==> src/rtl/multdiv_sequencer.sv <==
// Issue/complete sequencer for the shared multi-cycle mult/div unit.
// Owns the start pulse, operand hold, stall flag and result writeback.
module multdiv_sequencer #(
  parameter int          TIMEOUT     = 40,
  parameter int          CW          = 6,
  parameter logic [31:0] STATUS_MULT = 32'd4,
  parameter logic [31:0] STATUS_DIV  = 32'd5
) (
  input  logic        clock,
  input  logic        reset,
  input  logic        multDX,
  input  logic        divDX,
  input  logic [4:0]  rdDX,
  input  logic [31:0] opA_DX,
  input  logic [31:0] opB_DX,
  input  logic        resultRDY,
  input  logic [31:0] resultIn,
  input  logic        exceptionIn,
  input  logic        weMW,
  output logic        ctrlMult,
  output logic        ctrlDiv,
  output logic [31:0] opA,
  output logic [31:0] opB,
  output logic        activeMultOrDiv,
  output logic        wbValid,
  output logic [4:0]  wbRd,
  output logic [31:0] wbData
);

  typedef enum logic [1:0] {
    S_IDLE,
    S_BUSY,
    S_DONE
  } state_t;

  localparam logic [CW-1:0] LP_TMO    = CW'(TIMEOUT);
  localparam logic [4:0]    LP_STATRD = 5'd30;

  state_t        r_state;
  state_t        w_state_nxt;
  logic [CW-1:0] r_cnt;
  logic [31:0]   r_opA;
  logic [31:0]   r_opB;
  logic [4:0]    r_rd;
  logic [31:0]   r_result;
  logic          r_exc;
  logic          r_isMult;
  logic          r_ctrlMult;
  logic          r_ctrlDiv;
  logic          r_active;

  logic          w_accept;
  logic [CW-1:0] w_cnt_inc;
  logic          w_rdy;
  logic          w_timeout;
  logic          w_wr_needed;
  logic          w_wb_valid;

  always_comb begin
    w_accept    = (r_state == S_IDLE) && (multDX || divDX);
    w_cnt_inc   = (r_cnt == LP_TMO) ? r_cnt : r_cnt + 1'b1;
    // the unit cannot answer in the same cycle it is started
    w_rdy       = resultRDY && !(r_ctrlMult || r_ctrlDiv);
    w_timeout   = (w_cnt_inc == LP_TMO);
    w_wr_needed = r_exc || (r_rd != 5'd0);
    w_wb_valid  = (r_state == S_DONE) && w_wr_needed && !weMW;
  end

  always_comb begin
    w_state_nxt = r_state;
    unique case (r_state)
      S_IDLE: begin
        if (w_accept) w_state_nxt = S_BUSY;
      end
      S_BUSY: begin
        if (w_rdy || w_timeout) w_state_nxt = S_DONE;
      end
      S_DONE: begin
        if (!w_wr_needed || w_wb_valid) w_state_nxt = S_IDLE;
      end
      default: w_state_nxt = S_IDLE;
    endcase
  end

  always_ff @(posedge clock or posedge reset) begin
    if (reset) begin
      r_state    <= S_IDLE;
      r_cnt      <= '0;
      r_opA      <= '0;
      r_opB      <= '0;
      r_rd       <= '0;
      r_result   <= '0;
      r_exc      <= 1'b0;
      r_isMult   <= 1'b0;
      r_ctrlMult <= 1'b0;
      r_ctrlDiv  <= 1'b0;
      r_active   <= 1'b0;
    end else begin
      r_state    <= w_state_nxt;
      r_active   <= (w_state_nxt != S_IDLE);
      r_ctrlMult <= w_accept && multDX;
      r_ctrlDiv  <= w_accept && !multDX;
      if (w_accept) begin
        r_opA    <= opA_DX;
        r_opB    <= opB_DX;
        r_rd     <= rdDX;
        r_isMult <= multDX;
        r_cnt    <= '0;
        r_exc    <= 1'b0;
        r_result <= '0;
      end
      if (r_state == S_BUSY) begin
        r_cnt <= w_cnt_inc;
        if (w_rdy) begin
          r_result <= resultIn;
          r_exc    <= exceptionIn;
        end else if (w_timeout) begin
          r_result <= '0;
          r_exc    <= 1'b1;
        end
      end
    end
  end

  always_comb begin
    wbRd   = 5'd0;
    wbData = 32'd0;
    if (r_state == S_DONE) begin
      if (r_exc) begin
        wbRd   = LP_STATRD;
        wbData = r_isMult ? STATUS_MULT : STATUS_DIV;
      end else begin
        wbRd   = r_rd;
        wbData = r_result;
      end
    end
  end

  assign wbValid         = w_wb_valid;
  assign ctrlMult        = r_ctrlMult;
  assign ctrlDiv         = r_ctrlDiv;
  assign opA             = r_opA;
  assign opB             = r_opB;
  assign activeMultOrDiv = r_active;

endmodule

==> config.mk <==
export PLATFORM = sky130hd
export DESIGN_NAME = multdiv_sequencer
export DESIGN_NICKNAME = d
export VERILOG_FILES = /design/src/rtl/multdiv_sequencer.sv
export SDC_FILE = /design/constraint.sdc
export NUM_CORES = 1
export LEC_CHECK = 0
export ABC_CLOCK_PERIOD_IN_PS = 6400
export BUFFER_PORTS_ARGS = -buffer_cell sky130_fd_sc_hd__buf_2
export CORE_ASPECT_RATIO = 0.7
export CORE_MARGIN = 4
export CORE_UTILIZATION = 51
export DETAILED_ROUTE_END_ITERATION = 8
export GPL_TIMING_DRIVEN = 0
export HOLD_SLACK_MARGIN = 0.12
export PLACE_DENSITY = 0.95
export SLEW_MARGIN = 20
export SYNTH_ARGS = -nofsm -noshare
export SYNTH_HDL_FRONTEND = slang
export SYNTH_SLANG_ARGS = --single-unit
==> constraint.sdc <==
create_clock -name clock -period 6.4 [get_ports clock]
set_clock_uncertainty 0.05 [all_clocks]
set_input_delay 1.28 -clock clock [delete_from_list [all_inputs] [get_ports clock]]
set_output_delay 1.28 -clock clock [all_outputs]
set_load 0.01 [all_outputs]
* Yosys cells after proc, flatten, opt, wreduce, memory -nomap -nowiden
Cells that the tools add are included.
** Cells by class
- Add/sub/neg operators :: 1
- Eq/ne operators :: 4
- Mux-type cells :: 20
- Reduce and logical (&&, ||, !) cells :: 19
** Operators by type and width (number)
- 2-to-1 mux 32 bit :: 6
- 2-to-1 mux 6 bit :: 3
- equality test 6 bit, second input constant :: 2
- 2-to-1 mux 5 bit :: 2
- adder 6 x 1 -> 6 bit, second input constant :: 1
- logical AND 1 bit :: 6
- 2-to-1 mux 2 bit :: 3
- case mux 2 bit (3 select lines) :: 1
- logical OR 1 bit :: 5
- 2-to-1 mux 1 bit :: 5
- nonzero test 5 bit :: 1
- zero test 1 bit :: 4
- nonzero test 2 bit :: 2
- equality test 2 x 1 -> 1 bit, second input constant :: 1
- equality test 2 bit, second input constant :: 1
- zero test 2 bit :: 1
** Storage, ports and cells
- Word-level logic and storage cells :: 55
- Input bits :: 108
- Register bits after elaboration :: 114

* Depth between registers and ports, before layout
Gate-level depths: netlist of the first run.
- Depth in word-level cells :: 8
- Gate-level depth with buffers :: 8
- Mapped depth without buffers :: 7

* Worst setup path before layout of the first run
Ideal clock, no wire load.
- Kind :: input to output
- From :: input weMW
- To :: output wbValid
- Buffers on the path :: 0
- Setup slack :: 3612 ps
- Arrival :: 1458 ps
- Stages :: 1
- Required time :: 5070 ps
- Path through :: nor2b_1
** Between the ends
- Word-level cells in the longest chain between the ends :: 2
** RTL lines
- start: declaration :: line 19 : input logic weMW,
- zero test 1 bit :: line 66 : w_wb_valid = (r_state == S_DONE) && w_wr_needed && !weMW;
- logical AND 1 bit :: line 66
- end: declaration :: line 25 : output logic wbValid,
No other way between the ends.

* Worst setup path in the final report of the first run
- From :: register r_state[0]
- To :: output wbData[10]
** Between the ends
- Word-level cells in the longest chain between the ends :: 2
** RTL lines
- start: declaration :: line 39 : state_t r_state;
- start signal: assignment :: line 99 : r_state <= w_state_nxt;
- equality test 2 bit :: line 128 : if (r_state == S_DONE) begin
- 2-to-1 mux 32 bit :: line 128
- end: declaration :: line 27 : output logic [31:0] wbData
No other way between the ends.

==> results of run 1 <==
state kept, by name, summed over array words and instances, names as in the netlist:
signal / count
opA: 32
opB: 32
r_result: 32
r_cnt: 6
r_rd: 5
r_state: 2
activeMultOrDiv: 1
ctrlDiv: 1
ctrlMult: 1
r_exc: 1
r_isMult: 1
final cells by class:
class	count	area share, %
Sequential cell	114	42.9
Inverter	4	0.301
Antenna cell	1	0.0376
Tap cell	124	2.33
Buffer	31	2.67
Clock buffer	19	6.66
Multi-Input combinational cell	353	26.7
Timing Repair Buffer	213	16.4
Clock inverter	13	2.05
cell families after synthesis:
kind of cell	share of synthesized area, %
AND/OR/NAND/NOR	25.9
flip-flops	59.2
AO/OA/AOI/OAI	9.86
buffers and inverters	4.00
XOR/XNOR	0.363
adder cells (fa/ha/maj)	0.519
multiplexers	0.208
critical path, stage by stage (launching register included):
cell and delay, ps:
dfrtp_1 400, nand2b_1 140, clkbuf_1 220, nor2_1 280, clkbuf_1 360, and2_1 200, buf_2 130
worst min-delay path by stage:
stage                                    from             endpoint  slack (ps)
after CTS                 opA[24]$_DFFE_PP0P_  opA[24]$_DFFE_PP0P_         420
after global placement    opA[21]$_DFFE_PP0P_  opA[21]$_DFFE_PP0P_         400
after floorplan           r_rd[2]$_DFFE_PP0P_  r_rd[2]$_DFFE_PP0P_         400
after global routing      opB[28]$_DFFE_PP0P_  opB[28]$_DFFE_PP0P_         450
after detailed placement  opA[12]$_DFFE_PP0P_  opA[12]$_DFFE_PP0P_         410
final                     opB[27]$_DFFE_PP0P_  opB[27]$_DFFE_PP0P_         420
power groups by stage:
| stage | clock [mW] | combinational (mW) | sequential (mW) |
|---|---|---|---|
| global route | 0.971 | 1.49 | 1.28 |
| global placement | 0 | 1.27 | 1.22 |
| floorplan | 0 | 0.736 | 1.32 |
| detailed placement | 0 | 1.34 | 1.24 |
| CTS | 0.929 | 1.35 | 1.24 |
| finish | 0.916 | 1.34 | 1.25 |
synthesized netlist by cell type, drive strengths merged:
| cell | count |
|---|---|
| o21a | 1 |
| ha | 2 |
| a21oi | 4 |
| nand2b | 2 |
| and2b | 1 |
| a22oi | 1 |
| nand3 | 6 |
| mux2i | 1 |
| nand4 | 2 |
| a211o | 2 |
| a21o | 1 |
| buf | 11 |
| a31o | 1 |
| clkbuf | 18 |
| nand2 | 215 |
| a211oi | 2 |
| nor4bb | 1 |
| o31ai | 2 |
| nor3 | 1 |
| inv | 4 |
| and3 | 1 |
| nand4b | 2 |
| and2 | 32 |
| xor2 | 1 |
| dlygate4sd1 | 2 |
| nor3b | 1 |
| a31oi | 3 |
| nor2b | 1 |
| nor2 | 20 |
| nor4 | 1 |
| dfrtp | 114 |
| a22o | 32 |
| o21ai | 9 |
| a311oi | 1 |
| nor4b | 2 |
| xnor2 | 1 |
| or3 | 1 |
metrics by stage:
stage,hold WS (ps),worst slack [ps]
4_1_cts,421,2910
3_3_place_gp,404,948
3_5_place_dp,407,3350
5_1_grt,447,2700
2_1_floorplan,397,2050
6_report,420,2930
layer usage:
layer | part of all wire (%) | vias up | routed length (um) | global-route usage [%]
met4 | 1.8 | 0 | 256 | 10.6
met2 | 50 | 210 | 6990 | 42.6
met5 | 0 | - | 0 | 0
met1 | 39 | 2163 | 5560 | 29.6
met3 | 9.0 | 23 | 1270 | 9.85
li1 | - | 2102 | - | -
==> impl_metrics.py, run 1 <==
metrics = {
    "synthesis": {
        "ys_warn_count": 0,
        "ys_types": 45,
        "synth.area.top_cells": "dfrtp_1, nand2_1, a22o_1, and2_1, nor2_1",
        "synth_top_cell_area_share_pct": 59.2,
        "seq_area_frac_synth_pct": 59.2,
        "avgSynthCellArea_sq_um": 9.61,
        "synth_largest_area_cell": "dfrtp_1",
        "ys_ff_latch": 114,
        "syn-num-nets": 612,
        "netlist_instances": 502,
        "syn_area_sq_um": 4820,
    },
    "global_routing": {
        "antenna_found_initial": 0,
        "grt_max_degree": 85,
        "grt_pass1_wl_mm": 22.0,
        "overflow": 0,
        "first_global_vias": 4522,
        "grt.total_usage_pct": 25.3,
    },
    "timing": {
        "max-slew-margin-rel_pct": 60.8,
        "grt_setup_unrepaired": "false",
        "tightest_slew_ps": 588,
        "hold_viol": 0,
        "period_share_pct": 54.3,
        "finalCriticalPeriod_ps": 3470,
        "drv_slew": 0,
        "timing.fmax_mhz": 288,
        "setup_tns_ps": 0,
        "setup_violations": 0,
    },
    "floorplan": {
        "die_area_sq_um": 11100,
        "design.core.area_sq_um": 9140,
        "ios": 213,
        "die_w_um": 124,
        "chipHeight_um": 89.4,
        "num_rows": 29,
        "initial_core_util_pct": 52.7,
    },
    "cts": {
        "holdBufCountCts": 0,
        "htreeDepth": 4,
        "cts_setup_buffers": 0,
        "cts-buffers-inserted": 17,
        "cts_tree": "built",
        "clock_latency_ps": 400,
        "cts_buffer_depth": 2,
        "clkSinkCount": 114,
        "post_cts_resized": 0,
        "root_buffer": "clkbuf_16",
        "clk_pin_slew_ps": 60,
    },
    "cells_and_area": {
        "syn2layout_area_growth_pct": 38.0,
        "layout.nets": 844,
        "drive_gt1_share_pct": 34.9,
        "final_common_cell": "nand2_1",
        "instances_no_fill": 872,
        "multiInputGateArea_sq_um": 1780,
        "fillers": 630,
        "stdcell_area_sq_um": 6650,
        "layout_common_cells": "nand2_1, buf_2, dfrtp_1, and2_1, a22o_1",
        "register_area_sq_um": 2850,
        "fin_util_pct": 72.8,
    },
    "outcome": {
        "status": "finished, final reports clean",
    },
    "critical_path": {
        "crit_fanout": 10,
        "worst_r2r_endpoint": "r_result[27]$_DFF_PP0_",
        "cp_data_arrival_time_ps": 2140,
        "critPathKind": "flip-flop to output port",
        "r2r_setup_slack_ps": 4080,
        "startpoint_type": "flip-flop",
        "regToRegStartpoint": "r_cnt[0]$_DFFE_PP0P_",
        "cp-end-kind": "output port",
        "endpoint": "wbData[10]",
        "reg2reg_depth": 8,
        "worstPathRequired_ps": 5070,
        "cp-startpoint": "r_state[0]$_DFF_PP0_",
    },
    "drt": {
        "vias": 4498,
        "dr.pass1.iters": 4,
        "wl_per_cell_um": 16.1,
        "drt_wl_total_mm": 14.1,
        "via_per_inst": 5.16,
        "ant_nets": 0,
        "drt_iter0_markers": 246,
        "drc_errors": 0,
    },
    "power": {
        "clkPwrFrac_pct": 26.1,
        "switchingPower_mw": 1.34,
        "power.internal_mw": 2.16,
        "pwr-share-comb_pct": 38.3,
        "sw_frac_of_total_pct": 38.3,
        "leakage_nw": 3.79,
        "p_seq_share_pct": 35.6,
        "p_total_mw": 3.50,
        "power.density_nw_per_um2": 527,
        "peakVddDrop_mv": 0.341,
    },
    "run": {
        "maxCapViolations": 0,
    },
    "place": {
        "gp_congestion": 0.847,
        "io_buffers": 212,
        "hpwl_mm": 10.4,
        "dp.cells": 839,
        "placed_cell_area_sq_um": 6070,
    },
    "min_path": {
        "worstHoldPathCells": 2,
        "hold_class": "flip-flop to flip-flop",
    },
}
Power figures use the tool's default switching activity.
==> run 2: changes to the inputs <==
--- a/config.mk
+++ b/config.mk
@@ -5,15 +5,16 @@
 export SDC_FILE = /design/constraint.sdc
 export NUM_CORES = 1
 export LEC_CHECK = 0
-export ABC_CLOCK_PERIOD_IN_PS = 6400
+export ABC_AREA = 1
+export ABC_CLOCK_PERIOD_IN_PS = 3330
 export BUFFER_PORTS_ARGS = -buffer_cell sky130_fd_sc_hd__buf_2
 export CORE_ASPECT_RATIO = 0.7
 export CORE_MARGIN = 4
-export CORE_UTILIZATION = 51
+export CORE_UTILIZATION = 48
 export DETAILED_ROUTE_END_ITERATION = 8
 export GPL_TIMING_DRIVEN = 0
 export HOLD_SLACK_MARGIN = 0.12
-export PLACE_DENSITY = 0.95
+export PLACE_DENSITY = 0.91
 export SLEW_MARGIN = 20
 export SYNTH_ARGS = -nofsm -noshare
 export SYNTH_HDL_FRONTEND = slang
==> constraint.sdc (replaced) <==
create_clock -name clock -period 3.33 [get_ports clock]
set_clock_uncertainty 0.05 [all_clocks]
set_input_delay 0.666 -clock clock [delete_from_list [all_inputs] [get_ports clock]]
set_output_delay 0.666 -clock clock [all_outputs]
set_load 0.01 [all_outputs]
==> run 2 against run 1 <==
Compared with the run above: highest routed layer unchanged; combinational power grew 100%; clock power is 110% higher; cell area up 3.6%; first-iteration DRC count up 21%; synthesized area is 3.4% higher; sequential power is 89% higher; sequential share of layout area shrank 1.5 points; critical path depth unchanged; non-clock buffer count shrank 1; critical path type unchanged.
==> impl_metrics.py, run 2 <==
metrics = {
    "cells_and_area": {
        "layout.nets": 971,
        "syn2layout_area_growth_pct": 38.2,
        "drive_gt1_share_pct": 31.9,
        "layout_common_cells": "nand2_1, buf_2, dfrtp_1, nor2_1, inv_1",
        "fillers": 800,
        "stdcell_area_sq_um": 6890,
        "final_common_cell": "nand2_1",
    },
    "timing": {
        "hold_viol": 0,
        "period_share_pct": 76.6,
        "grt_setup_unrepaired": "false",
        "setup_tns_ps": 0,
        "tightest_slew_ps": 593,
        "setup_violations": 0,
        "finalCriticalPeriod_ps": 2550,
        "drv_slew": 0,
        "holdWs_ps": 279,
        "max-slew-margin-rel_pct": 60.4,
        "timing.fmax_mhz": 392,
    },
    "cts": {
        "holdBufCountCts": 0,
        "cts_tree": "built",
        "clock_latency_ps": 400,
        "htreeDepth": 4,
        "root_buffer": "clkbuf_16",
        "post_cts_resized": 0,
        "cts_setup_buffers": 0,
        "cts_buffer_depth": 2,
        "clk_pin_slew_ps": 50,
        "clkSinkCount": 114,
        "cts-buffers-inserted": 17,
    },
    "synthesis": {
        "synth-edff-count": 0,
        "netlist_instances": 627,
        "ys_types": 29,
        "syn_area_sq_um": 4990,
        "synth-simple-area-share_pct": 32.2,
        "synthFlopType": "dfrtp_1",
        "synthArstFlopShare_pct": 100,
        "synth_xor_area_share_pct": 0.176,
        "yosysMostFrequentCell": "nand2_1",
        "synth_common_cells": "nand2_1, dfrtp_1, nor2_1",
        "synth_fa_ha_area_share_pct": 0.502,
        "avgSynthCellArea_sq_um": 7.95,
        "synth_compound_area_share_pct": 2.73,
        "syn-num-nets": 737,
        "synth.area.top_cells": "dfrtp_1, nand2_1, nor2_1, inv_1, nand2_2",
        "synth_top_family_by_area": "simple AND/OR/NAND/NOR gates",
        "synth_top_cell_area_share_pct": 57.2,
        "ys_warn_count": 0,
        "seq_area_frac_synth_pct": 57.2,
        "ys_ff_latch": 114,
        "synth_largest_area_cell": "dfrtp_1",
        "synth.area.mux_share_pct": 0,
    },
    "power": {
        "power.density_nw_per_um2": 1010,
        "leakage_nw": 4.01,
        "peakVddDrop_mv": 0.600,
    },
    "critical_path": {
        "startpoint_type": "flip-flop",
        "crit_fanout": 10,
        "slowest_delay_ps": 380,
        "cp_common_cell": "nor2_1",
        "slowest_stage": "dfrtp_1",
        "reg2reg_depth": 13,
        "cp-end-kind": "output port",
        "cp_data_arrival_time_ps": 1840,
        "worstPathRequired_ps": 2610,
        "cp_cell_sequence": "inv_1 -> nor2_1 -> nand2_1 -> clkbuf_1 -> nor2_1 -> buf_2",
        "critPathKind": "flip-flop to output port",
    },
    "global_routing": {
        "grt_pass1_wl_mm": 22.0,
        "grt_max_degree": 34,
        "overflow": 0,
        "first_global_vias": 4639,
        "antenna_found_initial": 2,
        "grt.total_usage_pct": 23.4,
    },
    "floorplan": {
        "die_area_sq_um": 12100,
        "initial_core_util_pct": 50.3,
        "num_rows": 30,
        "chipHeight_um": 93.3,
        "die_w_um": 130,
        "ios": 213,
        "design.core.area_sq_um": 9910,
    },
    "min_path": {
        "hold_class": "input port to asynchronous set/reset pin",
    },
    "drt": {
        "drt_iter0_markers": 298,
        "vias": 4753,
        "wl_per_cell_um": 14.2,
        "dr.pass1.iters": 5,
        "drt_wl_total_mm": 14.2,
        "ant_nets": 0,
        "via_per_inst": 4.74,
        "drc_errors": 0,
    },
    "place": {
        "hpwl_mm": 10.7,
        "placed_cell_area_sq_um": 6270,
        "io_buffers": 212,
        "gp_congestion": 0.864,
    },
    "outcome": {
        "status": "finished, final reports clean",
    },
    "run": {
        "maxCapViolations": 0,
    },
}
## run 2: cell count changes after synthesis, moves of 3 or more
cell      delta
nor2_1      +51
a22o_1      -32
clkbuf_1     -3
nand2_2     +10
buf_2        +5
nand2_1     +91
inv_1       +49
and2_1      -32
## run 2: layer usage
| layer | up-vias | global-route usage, % | routed length (um) |
|---|---|---|---|
| met4 | 0 | 9.00 | 381 |
| met2 | 199 | 36.5 | 6550 |
| met5 | - | 0 | 0 |
| met1 | 2194 | 30.7 | 5940 |
| li1 | 2334 | - | - |
| met3 | 26 | 7.13 | 1320 |
## run 2: metrics by stage
stage | power [mW] | setup WS [ps] | std cells | utilization [%]
5_1_grt | 7.46 | 579 | 1002 | 69.6
6_report | 6.95 | 778 | 1002 | 69.6
2_1_floorplan | 4.04 | 1230 | 627 | -
4_1_cts | 7.00 | 782 | 1000 | 69.5
3_3_place_gp | 4.95 | 490 | 967 | 62.7
3_5_place_dp | 5.07 | 1100 | 970 | 63.3
## run 2: worst max-delay path, delay by kind of cell, from the launching register on
family	cells	cell delay, ps
simple gates	3	550
buf+inv	3	500
flops	1	380
## run 2: where the power goes
group | switching (mW) | internal [mW]
logic | 1.75 | 0.949
clock network | 0.614 | 1.28
registers | 0.311 | 2.05
## run 2: logic make-up after synthesis
group                      count (synthesis)
xor gates and xnor gates                   1
DFF                                      114
adders and majority gates                  2
AOI/OAI and AO/OA                         22
and+or+nand+nor                          405
buffers and inverters                     83
## run 2: path summary, 6_finish.rpt
| path | from | slack [ps] | endpoint |
|---|---|---|---|
| max | r_state[1]$_DFF_PP0_ | 780 | wbData[1] |
| min | reset | 280 | opA[25]$_DFFE_PP0P_ |
| max reg2reg | r_cnt[0]$_DFFE_PP0P_ | 1470 | r_result[12]$_DFF_PP0_ |
| min reg2reg | opA[31]$_DFFE_PP0P_ | 430 | opA[31]$_DFFE_PP0P_ |
| max in group asynchronous | reset | 2170 | opA[17]$_DFFE_PP0P_ |
| min in group clock | opA_DX[4] | 400 | opA[4]$_DFFE_PP0P_ |
## run 2: layout make-up
type / instances / area, sq um / share of cell area (%)
diodes: 2 / 5.00 / 0.0726
plain buffers: 28 / 153 / 2.21
clock buffers: 21 / 460 / 6.68
clock inverters: 9 / 156 / 2.27
inverters: 55 / 210 / 3.05
multi-input cells: 430 / 1780 / 25.8
flip-flops and latches: 114 / 2850 / 41.4
well taps: 128 / 160 / 2.32
repair buffers: 215 / 1120 / 16.3
